### config.mk
export PLATFORM = sky130hd
export DESIGN_NAME = pll_lock_supervisor_flat
export DESIGN_NICKNAME = d
export VERILOG_FILES = /design/src/rtl/pll_lock_supervisor_if.sv /design/src/rtl/pll_lock_supervisor.sv /design/src/flat_wrapper.sv
export SDC_FILE = /design/constraint.sdc
export NUM_CORES = 1
export LEC_CHECK = 0
export BUFFER_PORTS_ARGS = -buffer_cell sky130_fd_sc_hd__buf_2
export CORE_MARGIN = 10
export CORE_UTILIZATION = 49
export CTS_CLUSTER_SIZE = 8
export DETAILED_ROUTE_END_ITERATION = 6
export PLACE_DENSITY = 0.67
export SLEW_MARGIN = 20
export SYNTH_ARGS = -nofsm -noshare
export SYNTH_HDL_FRONTEND = slang
export SYNTH_SLANG_ARGS = --single-unit
### constraint.sdc
create_clock -name clock_in -period 2.3 [get_ports clock_in]
set_input_delay 0.115 -clock clock_in [delete_from_list [all_inputs] [get_ports clock_in]]
set_output_delay 0.115 -clock clock_in [all_outputs]
set_load 0.02 [all_outputs]
### src/rtl/pll_lock_supervisor_if.sv
// ============================================================================
// Module      : pll_lock_supervisor_if
// Description : PLL-side and fabric-side signals of the PLL lock supervisor.
// Revision    : 1.0 - initial release
// ============================================================================
`default_nettype none
`timescale 1ns/1ps

interface pll_lock_supervisor_if;
    logic       pll_locked;
    logic       restart;
    logic       pll_resetb;
    logic       sys_reset_n;
    logic       pll_ok;
    logic       fail;
    logic [3:0] retry_count;
    logic [7:0] lost_count;

    // Master: the environment (PLL macro plus fabric control)
    modport master (
        output pll_locked, restart,
        input  pll_resetb, sys_reset_n, pll_ok, fail, retry_count, lost_count
    );

    // Slave: the supervisor itself
    modport slave (
        input  pll_locked, restart,
        output pll_resetb, sys_reset_n, pll_ok, fail, retry_count, lost_count
    );
endinterface

`default_nettype wire

### src/rtl/pll_lock_supervisor.sv
// ============================================================================
// Module      : pll_lock_supervisor
// Description : Sequences PLL reset, qualifies lock, gates fabric reset and
//               retries/flags failure when the PLL will not lock.
// Revision    : 1.0 - initial release
// ============================================================================
`default_nettype none
`timescale 1ns/1ps

module pll_lock_supervisor #(
    parameter int PLL_RESET_CYCLES    = 16,
    parameter int LOCK_STABLE_CYCLES  = 1024,
    parameter int LOCK_TIMEOUT_CYCLES = 12000,
    parameter int MAX_RETRIES         = 4
) (
    input  wire logic             clock_in,
    input  wire logic             reset_n,
    pll_lock_supervisor_if.slave  pll
);

    localparam logic [2:0] c_PLL_RST   = 3'd0;
    localparam logic [2:0] c_WAIT_LOCK = 3'd1;
    localparam logic [2:0] c_STABLE    = 3'd2;
    localparam logic [2:0] c_RUN       = 3'd3;
    localparam logic [2:0] c_FAIL      = 3'd4;

    localparam logic [15:0] c_RST_LAST     = 16'(PLL_RESET_CYCLES - 1);
    localparam logic [15:0] c_STABLE_LAST  = 16'(LOCK_STABLE_CYCLES - 1);
    localparam logic [15:0] c_TIMEOUT_LAST = 16'(LOCK_TIMEOUT_CYCLES - 1);
    localparam logic [15:0] c_MAX_RETRIES  = 16'(MAX_RETRIES);

    logic [2:0]  r_state;
    logic [15:0] r_cnt;
    logic        r_sync1;
    logic        r_lock_s;
    logic        r_pll_resetb;
    logic        r_sys_reset_n;
    logic        r_pll_ok;
    logic        r_fail;
    logic [3:0]  r_retry;
    logic [7:0]  r_lost;

    assign pll.pll_resetb  = r_pll_resetb;
    assign pll.sys_reset_n = r_sys_reset_n;
    assign pll.pll_ok      = r_pll_ok;
    assign pll.fail        = r_fail;
    assign pll.retry_count = r_retry;
    assign pll.lost_count  = r_lost;

    // Outputs are registered alongside the state so every transition updates
    // them on the same edge, which keeps lock-loss latency at three edges.
    always_ff @(posedge clock_in or negedge reset_n) begin
        if (!reset_n) begin
            r_state       <= c_PLL_RST;
            r_cnt         <= 16'd0;
            r_sync1       <= 1'b0;
            r_lock_s      <= 1'b0;
            r_pll_resetb  <= 1'b0;
            r_sys_reset_n <= 1'b0;
            r_pll_ok      <= 1'b0;
            r_fail        <= 1'b0;
            r_retry       <= 4'd0;
            r_lost        <= 8'd0;
        end else begin
            r_sync1  <= pll.pll_locked;
            r_lock_s <= r_sync1;
            case (r_state)
                c_PLL_RST: begin
                    if (r_cnt == c_RST_LAST) begin
                        r_state      <= c_WAIT_LOCK;
                        r_cnt        <= 16'd0;
                        r_pll_resetb <= 1'b1;
                    end else begin
                        r_cnt <= r_cnt + 16'd1;
                    end
                end
                c_WAIT_LOCK: begin
                    // Lock wins over a coincident timeout
                    if (r_lock_s) begin
                        r_state <= c_STABLE;
                        r_cnt   <= 16'd0;
                    end else if (r_cnt == c_TIMEOUT_LAST) begin
                        r_cnt        <= 16'd0;
                        r_pll_resetb <= 1'b0;
                        if ({12'd0, r_retry} == c_MAX_RETRIES) begin
                            r_state <= c_FAIL;
                            r_fail  <= 1'b1;
                        end else begin
                            r_state <= c_PLL_RST;
                            r_retry <= r_retry + 4'd1;
                        end
                    end else begin
                        r_cnt <= r_cnt + 16'd1;
                    end
                end
                c_STABLE: begin
                    if (!r_lock_s) begin
                        r_state <= c_WAIT_LOCK;
                        r_cnt   <= 16'd0;
                    end else if (r_cnt == c_STABLE_LAST) begin
                        r_state       <= c_RUN;
                        r_cnt         <= 16'd0;
                        r_sys_reset_n <= 1'b1;
                        r_pll_ok      <= 1'b1;
                        r_retry       <= 4'd0;
                    end else begin
                        r_cnt <= r_cnt + 16'd1;
                    end
                end
                c_RUN: begin
                    if (!r_lock_s) begin
                        r_state       <= c_PLL_RST;
                        r_cnt         <= 16'd0;
                        r_sys_reset_n <= 1'b0;
                        r_pll_ok      <= 1'b0;
                        r_pll_resetb  <= 1'b0;
                        if (r_lost != 8'hFF) begin
                            r_lost <= r_lost + 8'd1;
                        end
                    end
                end
                c_FAIL: begin
                    if (pll.restart) begin
                        r_state <= c_PLL_RST;
                        r_cnt   <= 16'd0;
                        r_retry <= 4'd0;
                        r_fail  <= 1'b0;
                    end
                end
                default: begin
                    r_state       <= c_PLL_RST;
                    r_cnt         <= 16'd0;
                    r_pll_resetb  <= 1'b0;
                    r_sys_reset_n <= 1'b0;
                    r_pll_ok      <= 1'b0;
                    r_fail        <= 1'b0;
                end
            endcase
        end
    end

endmodule

`default_nettype wire

### src/flat_wrapper.sv
// flat-port wrapper written by rule: the top's interface ports become plain ports
module pll_lock_supervisor_flat 
#(
    parameter int PLL_RESET_CYCLES    = 16,
    parameter int LOCK_STABLE_CYCLES  = 1024,
    parameter int LOCK_TIMEOUT_CYCLES = 12000,
    parameter int MAX_RETRIES         = 4
)
  (clock_in, reset_n, pll_pll_locked, pll_restart, pll_pll_resetb, pll_sys_reset_n, pll_pll_ok, pll_fail, pll_retry_count, pll_lost_count);
  pll_lock_supervisor_if pll_i ();
  input  wire logic clock_in;
  input  wire logic reset_n;
  input wire logic [$bits(pll_i.pll_locked)-1:0] pll_pll_locked;
  input wire logic [$bits(pll_i.restart)-1:0] pll_restart;
  output wire logic [$bits(pll_i.pll_resetb)-1:0] pll_pll_resetb;
  output wire logic [$bits(pll_i.sys_reset_n)-1:0] pll_sys_reset_n;
  output wire logic [$bits(pll_i.pll_ok)-1:0] pll_pll_ok;
  output wire logic [$bits(pll_i.fail)-1:0] pll_fail;
  output wire logic [$bits(pll_i.retry_count)-1:0] pll_retry_count;
  output wire logic [$bits(pll_i.lost_count)-1:0] pll_lost_count;
  assign pll_i.pll_locked = pll_pll_locked;
  assign pll_i.restart = pll_restart;
  assign pll_pll_resetb = pll_i.pll_resetb;
  assign pll_sys_reset_n = pll_i.sys_reset_n;
  assign pll_pll_ok = pll_i.pll_ok;
  assign pll_fail = pll_i.fail;
  assign pll_retry_count = pll_i.retry_count;
  assign pll_lost_count = pll_i.lost_count;
  pll_lock_supervisor #(.PLL_RESET_CYCLES(PLL_RESET_CYCLES), .LOCK_STABLE_CYCLES(LOCK_STABLE_CYCLES), .LOCK_TIMEOUT_CYCLES(LOCK_TIMEOUT_CYCLES), .MAX_RETRIES(MAX_RETRIES)) u_core (.clock_in(clock_in), .reset_n(reset_n), .pll(pll_i));
endmodule
==> impl_results.md, run 1 <==
* Status: complete, no violations
* Adder-Cell Fraction of Synth Area at 2.41%
* Share of flip-flops with an asynchronous set or reset at 100%
* Synth top area cells: dfrtp_1 (43%), nand2_1 (4.2%), nand3_1 (3.4%), o21ai_0 (3.4%), nor2_1 (2.9%)
* Final worst-path cycle share at roughly 94%
* TNS Setup at 0 ns
* Critical Path RT at between 2 and 2.5 ns
* Max Fanout on Critical Path at 9
* Mux cell area share after synthesis at 2.47%
* Slew headroom at 45.8%
* Final min period at 2.17 ns
* Post-CTS Setup Repair Bufs at 0
* Row Count at 23
* TritonCTS Buffers at 5
* Worst path top cell family by delay: simple AND/OR/NAND/NOR gates
* Cell Pwr Density at 1020 nW/um^2
* Leakage at 1.07 nW
* Fillers at 377
* Crit path depth at 5
* Fin cells at 309
* Sequential power share at 37.1%
* Layout Skew at slightly below 0.01 ns
* Grt met1 use at 18.8%
* Tightest Pin Transition at 0.812 ns
* Crit. End Element: register
* Overall Global Routing Usage at 13.7%
* Mapped Area at 2080 sq um
* Overflow after GRT at 0
* Die Ht at 85.1 microns
* NumNets Final at 266
* IO Port Bufs at 19
* Placed cells at 299
* CTS sink count at 36
* FF/Latch Area at 901 sq um
* Worst hold path type: in2reg
* Max-capacitance violation count at 0
* Psw at 1.04 mW
* Fin. Hold Viols at 0
* Core box area at 4060 sq um
* Antenna diodes at 0
* Met3 usage at between 4 and 5%
* Max Root-Sink Buffers at 2
* H-Tree Depth at 2
* Area occupied by multi-input gates at approximately 1100 sq um
* Initial antenna violation count at 0
* Routed vias at 1820
* Hold_ws at 0.150 ns
* Hpwl dp at 3380 microns
* Syn. warnings at 0
* Area growth syn-to-layout at 16.7%
* Setup crit start kind: register
* Mapped Cells at ~230
* WHS Path Cells at 3
* Die X-Extent at between 80 and 90 microns
* DRC at 0
* Worst Path Buf+Inv at 0
* Grt met2 use at ~19%
* Sw frac at 42.3%
* Number of setup violations in the final report at 0
* Routed vias/inst at 5.89
* Mapped Nets at 235
* Die area at 7250 sq um
* Data arrival, critical path at between 2 and 2.5 ns
* Top_reg_cell synth: dfrtp_1
* Placer Congestion at 0.916
* Starting density of the core at between 50% and 60%
* Worst Reg-to-Reg Cells at 5
* Iter 0 DRT Violations at 199
* WL/cell at 15.5 microns
* Post-synthesis cell type count at 48
* Clock power frac at between 10% and 20%
* FF+latch count, synth at 36
* Max Slew Vio Count at 0
* EDFF count, synth at 0
* TritonRoute pass-1 iters at 4
* Compound-Gate Fraction of Synth Area at 16.3%
* First-pass GRT wire length at 8340 microns
* Most frequent cell after synthesis: dfrtp_1
* Xor/xnor share of the synthesized area at 3.79%
* CP Cell Sequence: or4_4 -> nor4_4 -> nor2_2 -> or3_4 -> a22o_1
* IO Pins at 20
* Post-synth top cells: dfrtp_1 (36), nand2_1 (23), nor2_1 (16)
* Post-Route WL at approximately 4800 microns
* Max IR drop VDD at 0.000591 V
* F_max at 0.460 GHz
* Yosys top cell area share at 43.3%
* Most used routing layer: met2
* Critical setup path kind: reg2reg
* Vias in the first global route at roughly 1700
* Worst path max stage delay at 0.54 ns
* Clock latency on the worst-skew pair at 0.30 ns
* Seq/Total Area, Yosys at 43.3%
* Reg clk slew, reported paths at 0.08 ns
* Gate power share at between 40% and 50%
* Clock tree from TritonCTS: built
* Pin count of the biggest net entering global routing at 37
* Finished Cell Area at 2430 sq um
* Synth Area in Simple Gates at between 20% and 30%
* Dominant cell type by area after synthesis: dfrtp_1
* Main combinational cell family by area after synthesis: simple AND/OR/NAND/NOR gates
* Antenna Nets Post-Route at 0
* Power, Total at 2.46 mW
* RSZ-0062 raised after global routing: yes
* Syn Area/Cell at 9.16 sq um
* Share of post-route cells with drive strength above 1 at a little over a fifth
* Root buffer cell: clkbuf_8
* Slowest-stage cell, CP: or4_4
* Int Power at 1.42 mW
* Area post-placement at approximately 2300 sq um
## area by class of cell
cell class / count / area share (%)
multi-input cells: 174 / 46.3
inverters: 5 / 0.774
clock buffers: 5 / 2.84
repair buffers: 36 / 9.39
clock inverters: 3 / 0.980
well taps: 50 / 2.58
flip-flops and latches: 36 / 37.1
## power groups by stage
stage	sequential (mW)	clock [mW]	combinational, mW
6_report	0.915	0.469	1.08
5_1_grt	0.937	0.514	1.20
4_1_cts	0.914	0.481	1.05
3_5_place_dp	0.923	0	1.04
3_3_place_gp	0.918	0	1.04
2_1_floorplan	0.956	0	0.632
## cells in the final DEF, fill, tap and decap left out, drive strengths merged, types with 3 or more instances in the layout
cell type / instances
nor4: 6
xnor2: 4
buf: 34
nand2: 23
ha: 4
clkbuf: 5
nor2: 17
nand4: 6
a21oi: 7
o21ai: 16
o2bb2ai: 3
and4: 6
and3: 4
nand3: 14
mux2i: 4
o311ai: 4
nor3b: 3
or3: 4
inv: 5
dfrtp: 36
nor3: 10
or2: 3
a31oi: 4
xor2: 5
o31ai: 3
nand2b: 7
## worst reg2reg max path: cells and delay by family, from the launching register on
kind | cells | cell delay, ns
simple gates | 4 | 1.49
flops | 1 | 0.39
compound gates | 1 | 0.19
## what timing repair did
item | 4_1_cts | 5_1_grt
endpoints found under the hold margin | 37 | 0
hold buffers | 2 | 0
gates resized for setup | 0 | 3
setup endpoints to repair | 0 | 4
## final timing paths
| kind | start | endpoint | slack, ns |
|---|---|---|---|
| worst max-delay path | u_core.r_cnt[8] | u_core.r_cnt[1] | 0.13 |
| worst min-delay path | pll_restart | u_core.r_state[2] | 0.15 |
| worst max register to register | u_core.r_cnt[8] | u_core.r_cnt[1] | 0.13 |
| worst min register to register | u_core.r_sync1 | u_core.r_lock_s | 0.35 |
| max in group asynchronous | reset_n | u_core.r_cnt[15] | 1.32 |
| min in group asynchronous | reset_n | u_core.pll.fail | 0.45 |
## logic make-up after synthesis
| family | count (synthesis) |
|---|---|
| XOR/XNOR | 9 |
| flip-flops | 36 |
| multiplexers | 5 |
| AO/OA/AOI/OAI | 49 |
| buffers and inverters | 17 |
| adder cells (fa/ha/maj) | 4 |
| AND/OR/NAND/NOR | 107 |
## per-layer routing
layer	share of wire, %	vias up	routed length (microns)
li1	-	904	-
met1	50	867	2410
met2	43	42	2070
met3	4.8	7	231
met4	1.4	0	69
met5	0	-	0
## registers in the layout (all words and copies together), names as in the netlist
name,count
u_core.r_lock_s,1
u_core.r_state,3
u_core.pll.fail,1
u_core.pll.retry_count,4
u_core.pll.pll_resetb,1
u_core.r_sync1,1
u_core.pll.sys_reset_n,1
u_core.r_cnt,16
u_core.pll.lost_count,8
## per-stage QoR
step	util, %	worst slack, ns
2_1_floorplan	-	0.148
3_3_place_gp	56.6	0.155
3_5_place_dp	56.6	0.107
4_1_cts	59.4	0.0838
5_1_grt	59.8	-0.0118
6_report	59.8	0.128
(Power assumes the default switching activity.)
==> run 2: changes to the inputs <==
- ABC_AREA: unset -> 1
- PLACE_DENSITY: 0.67 -> 0.66
==> run 2 against run 1 <==
Compared with the run above: flip-flop and latch count stayed put; combinational power fell by 9%; sequential share of layout area is 1.1 points lower; critical path depth is 4 higher; sequential power is 2.8% lower; first-iteration DRC count down 53%; global-route usage down 1.3 points; clock power about the same; routed wire length decreased by 5.5%; largest power group unchanged.
==> impl_results.md, run 2 <==
* Status: complete, no violations (unchanged)
* Dominant cell type by area after synthesis: dfrtp_1 (unchanged)
* Most frequent cell after synthesis: nand2_1 (was dfrtp_1)
* Routed vias at 1868 (was 1820)
* Vias in the first global route at 1715 (was 1726)
* Syn. warnings at 0 (unchanged)
* Die area at 7710 sq um (was 7250 sq um)
* TritonCTS Buffers at 5 (unchanged)
* Leakage at 1.28 nW (was 1.07 nW)
* Max Root-Sink Buffers at 2 (unchanged)
* Die X-Extent at 87.8 microns (was 85.1 microns)
* Antenna Nets Post-Route at 0 (unchanged)
* Mapped Area at 2250 sq um (was 2080 sq um)
* Seq/Total Area, Yosys at 40.0% (was 43.3%)
* Crit. End Element: register (unchanged)
* Initial antenna violation count at 0 (unchanged)
* EDFF count, synth at 0 (unchanged)
* Max Fanout on Critical Path at 12 (was 9)
* Final min period at 1.82 ns (was 2.17 ns)
* Routed vias/inst at 4.99 (was 5.89)
* Starting density of the core at 51.0% (was 51.2%)
* Mapped Cells at 296 (was 227)
* Share of post-route cells with drive strength above 1 at 18.3% (was 21.2%)
* Antenna diodes at 0 (unchanged)
* Syn Area/Cell at 7.61 sq um (was 9.16 sq um)
* Core box area at 4410 sq um (was 4060 sq um)
* Die Ht at 87.8 microns (was 85.1 microns)
* Layout Skew at 0.00336 ns (was 0.00961 ns)
* Hold_ws at 0.137 ns (was 0.150 ns)
* Largest reg by FF count: u_core.r_cnt (unchanged)
* Max-capacitance violation count at 0 (unchanged)
* Reg clk slew, reported paths at 0.08 ns (about the same)
* Grt met1 use at 16.2% (was 18.8%)
* WL/cell at 12.1 microns (was 15.5 microns)
* Clock latency on the worst-skew pair at 0.30 ns (about the same)
* Placer Congestion at 0.840 (was 0.916)
* RSZ-0062 raised after global routing: no (was yes)
* NumNets Final at 329 (was 266)
* F_max at 0.549 GHz (was 0.460 GHz)
* Post-synthesis cell type count at 30 (was 48)
* Row Count at 24 (was 23)
* Slew headroom at 46.7% (was 45.8%)
* Root buffer cell: clkbuf_8 (unchanged)
* Most frequent cells in the layout: nand2_1 (79), nor2_1 (37), dfrtp_1 (36) (was dfrtp_1 (36), nand2_1 (23), buf_2 (19))
* Clock tree from TritonCTS: built (unchanged)
* Share of flip-flops with an asynchronous set or reset at 100% (unchanged)
* Yosys top cell area share at 40.0% (was 43.3%)
* Most used routing layer: met2 (unchanged)
* Hpwl dp at 3380 microns (about the same)
* Worst hold path type: in2reg (unchanged)
* IO Port Bufs at 19 (unchanged)
* Final worst-path cycle share at 79.3% (was 94.4%)
* Overall Global Routing Usage at 12.4% (was 13.7%)
* Max IR drop VDD at 0.000529 V (was 0.000591 V)
* TritonRoute pass-1 iters at 5 (was 4)
* Max reg flops at 16 (unchanged)
* IO Pins at 20 (unchanged)
* Synth top area cells: dfrtp_1 (40%), nand2_1 (13%), nor2_1 (6.2%), inv_1 (5.7%), nand3_1 (4.9%) (was dfrtp_1 (43%), nand2_1 (4.2%), nand3_1 (3.4%), o21ai_0 (3.4%), nor2_1 (2.9%))
* Most common cell after layout, fill and taps aside: nand2_1 (was dfrtp_1)
* Data arrival, critical path at 2.02 ns (was 2.35 ns)
* Area growth syn-to-layout at 11.1% (was 16.7%)
* TNS Setup at 0 ns (unchanged)
* H-Tree Depth at 2 (unchanged)
* Iter 0 DRT Violations at 94 (was 199)
* Grt met2 use at 18.9% (was 19.3%)
* Pin count of the biggest net entering global routing at 37 (unchanged)
* Overflow after GRT at 0 (unchanged)
* DRC at 0 (unchanged)
* Post-CTS Setup Repair Bufs at 0 (unchanged)
* Setup crit start kind: register (unchanged)
* CTS sink count at 36 (unchanged)
* Mapped Nets at 304 (was 235)
* Number of setup violations in the final report at 0 (unchanged)
* Critical setup path kind: reg2reg (unchanged)
* Critical Path RT at 2.50 ns (was 2.48 ns)
* Post-Route WL at 4510 microns (was 4780 microns)
* Post-synth top cells: nand2_1 (79), nor2_1 (37), dfrtp_1 (36) (was dfrtp_1 (36), nand2_1 (23), nor2_1 (16))
* Cell Pwr Density at 935 nW/um^2 (was 1020 nW/um^2)
* Max Slew Vio Count at 0 (unchanged)
* Met3 usage at 3.16% (was 4.21%)
* Top_reg_cell synth: dfrtp_1 (unchanged)
* Fin. Hold Viols at 0 (unchanged)
* First-pass GRT wire length at 7760 microns (was 8340 microns)
* Tightest Pin Transition at 0.799 ns (was 0.812 ns)
* FF+latch count, synth at 36 (unchanged)
run 2: stage by stage:
| stage | util [%] | area (sq um) | setup WS, ns | total power [mW] | cells |
|---|---|---|---|---|---|
| after floorplan | - | 2250 | 0.704 | 1.65 | 296 |
| after global placement | 54.1 | 2390 | 0.520 | 1.89 | 364 |
| after detailed placement | 54.1 | 2390 | 0.532 | 1.89 | 364 |
| after CTS | 56.7 | 2500 | 0.449 | 2.37 | 374 |
| after global routing | 56.7 | 2500 | 0.282 | 2.52 | 374 |
| final | 56.7 | 2500 | 0.477 | 2.34 | 374 |
run 2: final cells by class:
| class | count | area, sq um |
|---|---|---|
| clock buffers | 5 | 68.8 |
| clock inverters | 3 | 23.8 |
| fillers | 434 | 1910 |
| inverters | 41 | 156 |
| multi-input cells | 216 | 1170 |
| flip-flops and latches | 36 | 901 |
| well taps | 52 | 65.1 |
| repair buffers | 21 | 115 |
run 2: kinds of logic (layout without fill, tap and decap cells):
kind of cell | count (synthesis) | in the layout | synth area share, %
simple gates | 168 | 168 | 35.2
buf+inv | 44 | 70 | 8.00
fa+ha+maj | 4 | 4 | 2.22
xor+xnor | 19 | 19 | 7.39
flops | 36 | 36 | 40.0
compound gates | 25 | 25 | 7.22
run 2: final timing paths:
check | start | endpoint | slack [ns] | cells after the start
max | u_core.r_state[1] | u_core.r_cnt[5] | 0.48 | 9
min | pll_restart | u_core.r_state[2] | 0.14 | 3
max reg2reg | u_core.r_state[1] | u_core.r_cnt[5] | 0.48 | 9
min reg2reg | u_core.r_sync1 | u_core.r_lock_s | 0.36 | 0
max in group asynchronous | reset_n | u_core.pll.retry_count[1] | 1.36 | 2
min in group asynchronous | reset_n | u_core.r_cnt[15] | 0.44 | 2
run 2: worst max-delay path, cell delays in order (launching register included):
cell and delay, ns:
dfrtp_1 0.45, nor2_1 0.22, nand3b_2 0.16, nand2_2 0.30
inv_4 0.14, nand2_1 0.10, xor2_1 0.18, inv_1 0.07
nand2_1 0.06, inv_1 0.04
run 2: what timing repair did:
action	CTS	global route
gates resized for setup	0	0
endpoints found under the hold margin	37	0
hold buffers	2	0
run 2: per-layer routing:
metal / vias up / part of all wire (%) / routed length (microns)
met1: 842 / 50 / 2280
met4: 0 / 1.6 / 71
met5: - / 0 / 0
met2: 30 / 44 / 1960
met3: 9 / 4.5 / 201
li1: 987 / - / -
run 2: power by group:
group | internal [mW] | switching, mW | total [mW] | leakage, nW
clock network | 0.214 | 0.252 | 0.467 | 0.0404
logic | 0.326 | 0.656 | 0.983 | 0.758
registers | 0.755 | 0.133 | 0.889 | 0.482
total | 1.30 | 1.04 | 2.34 | 1.28
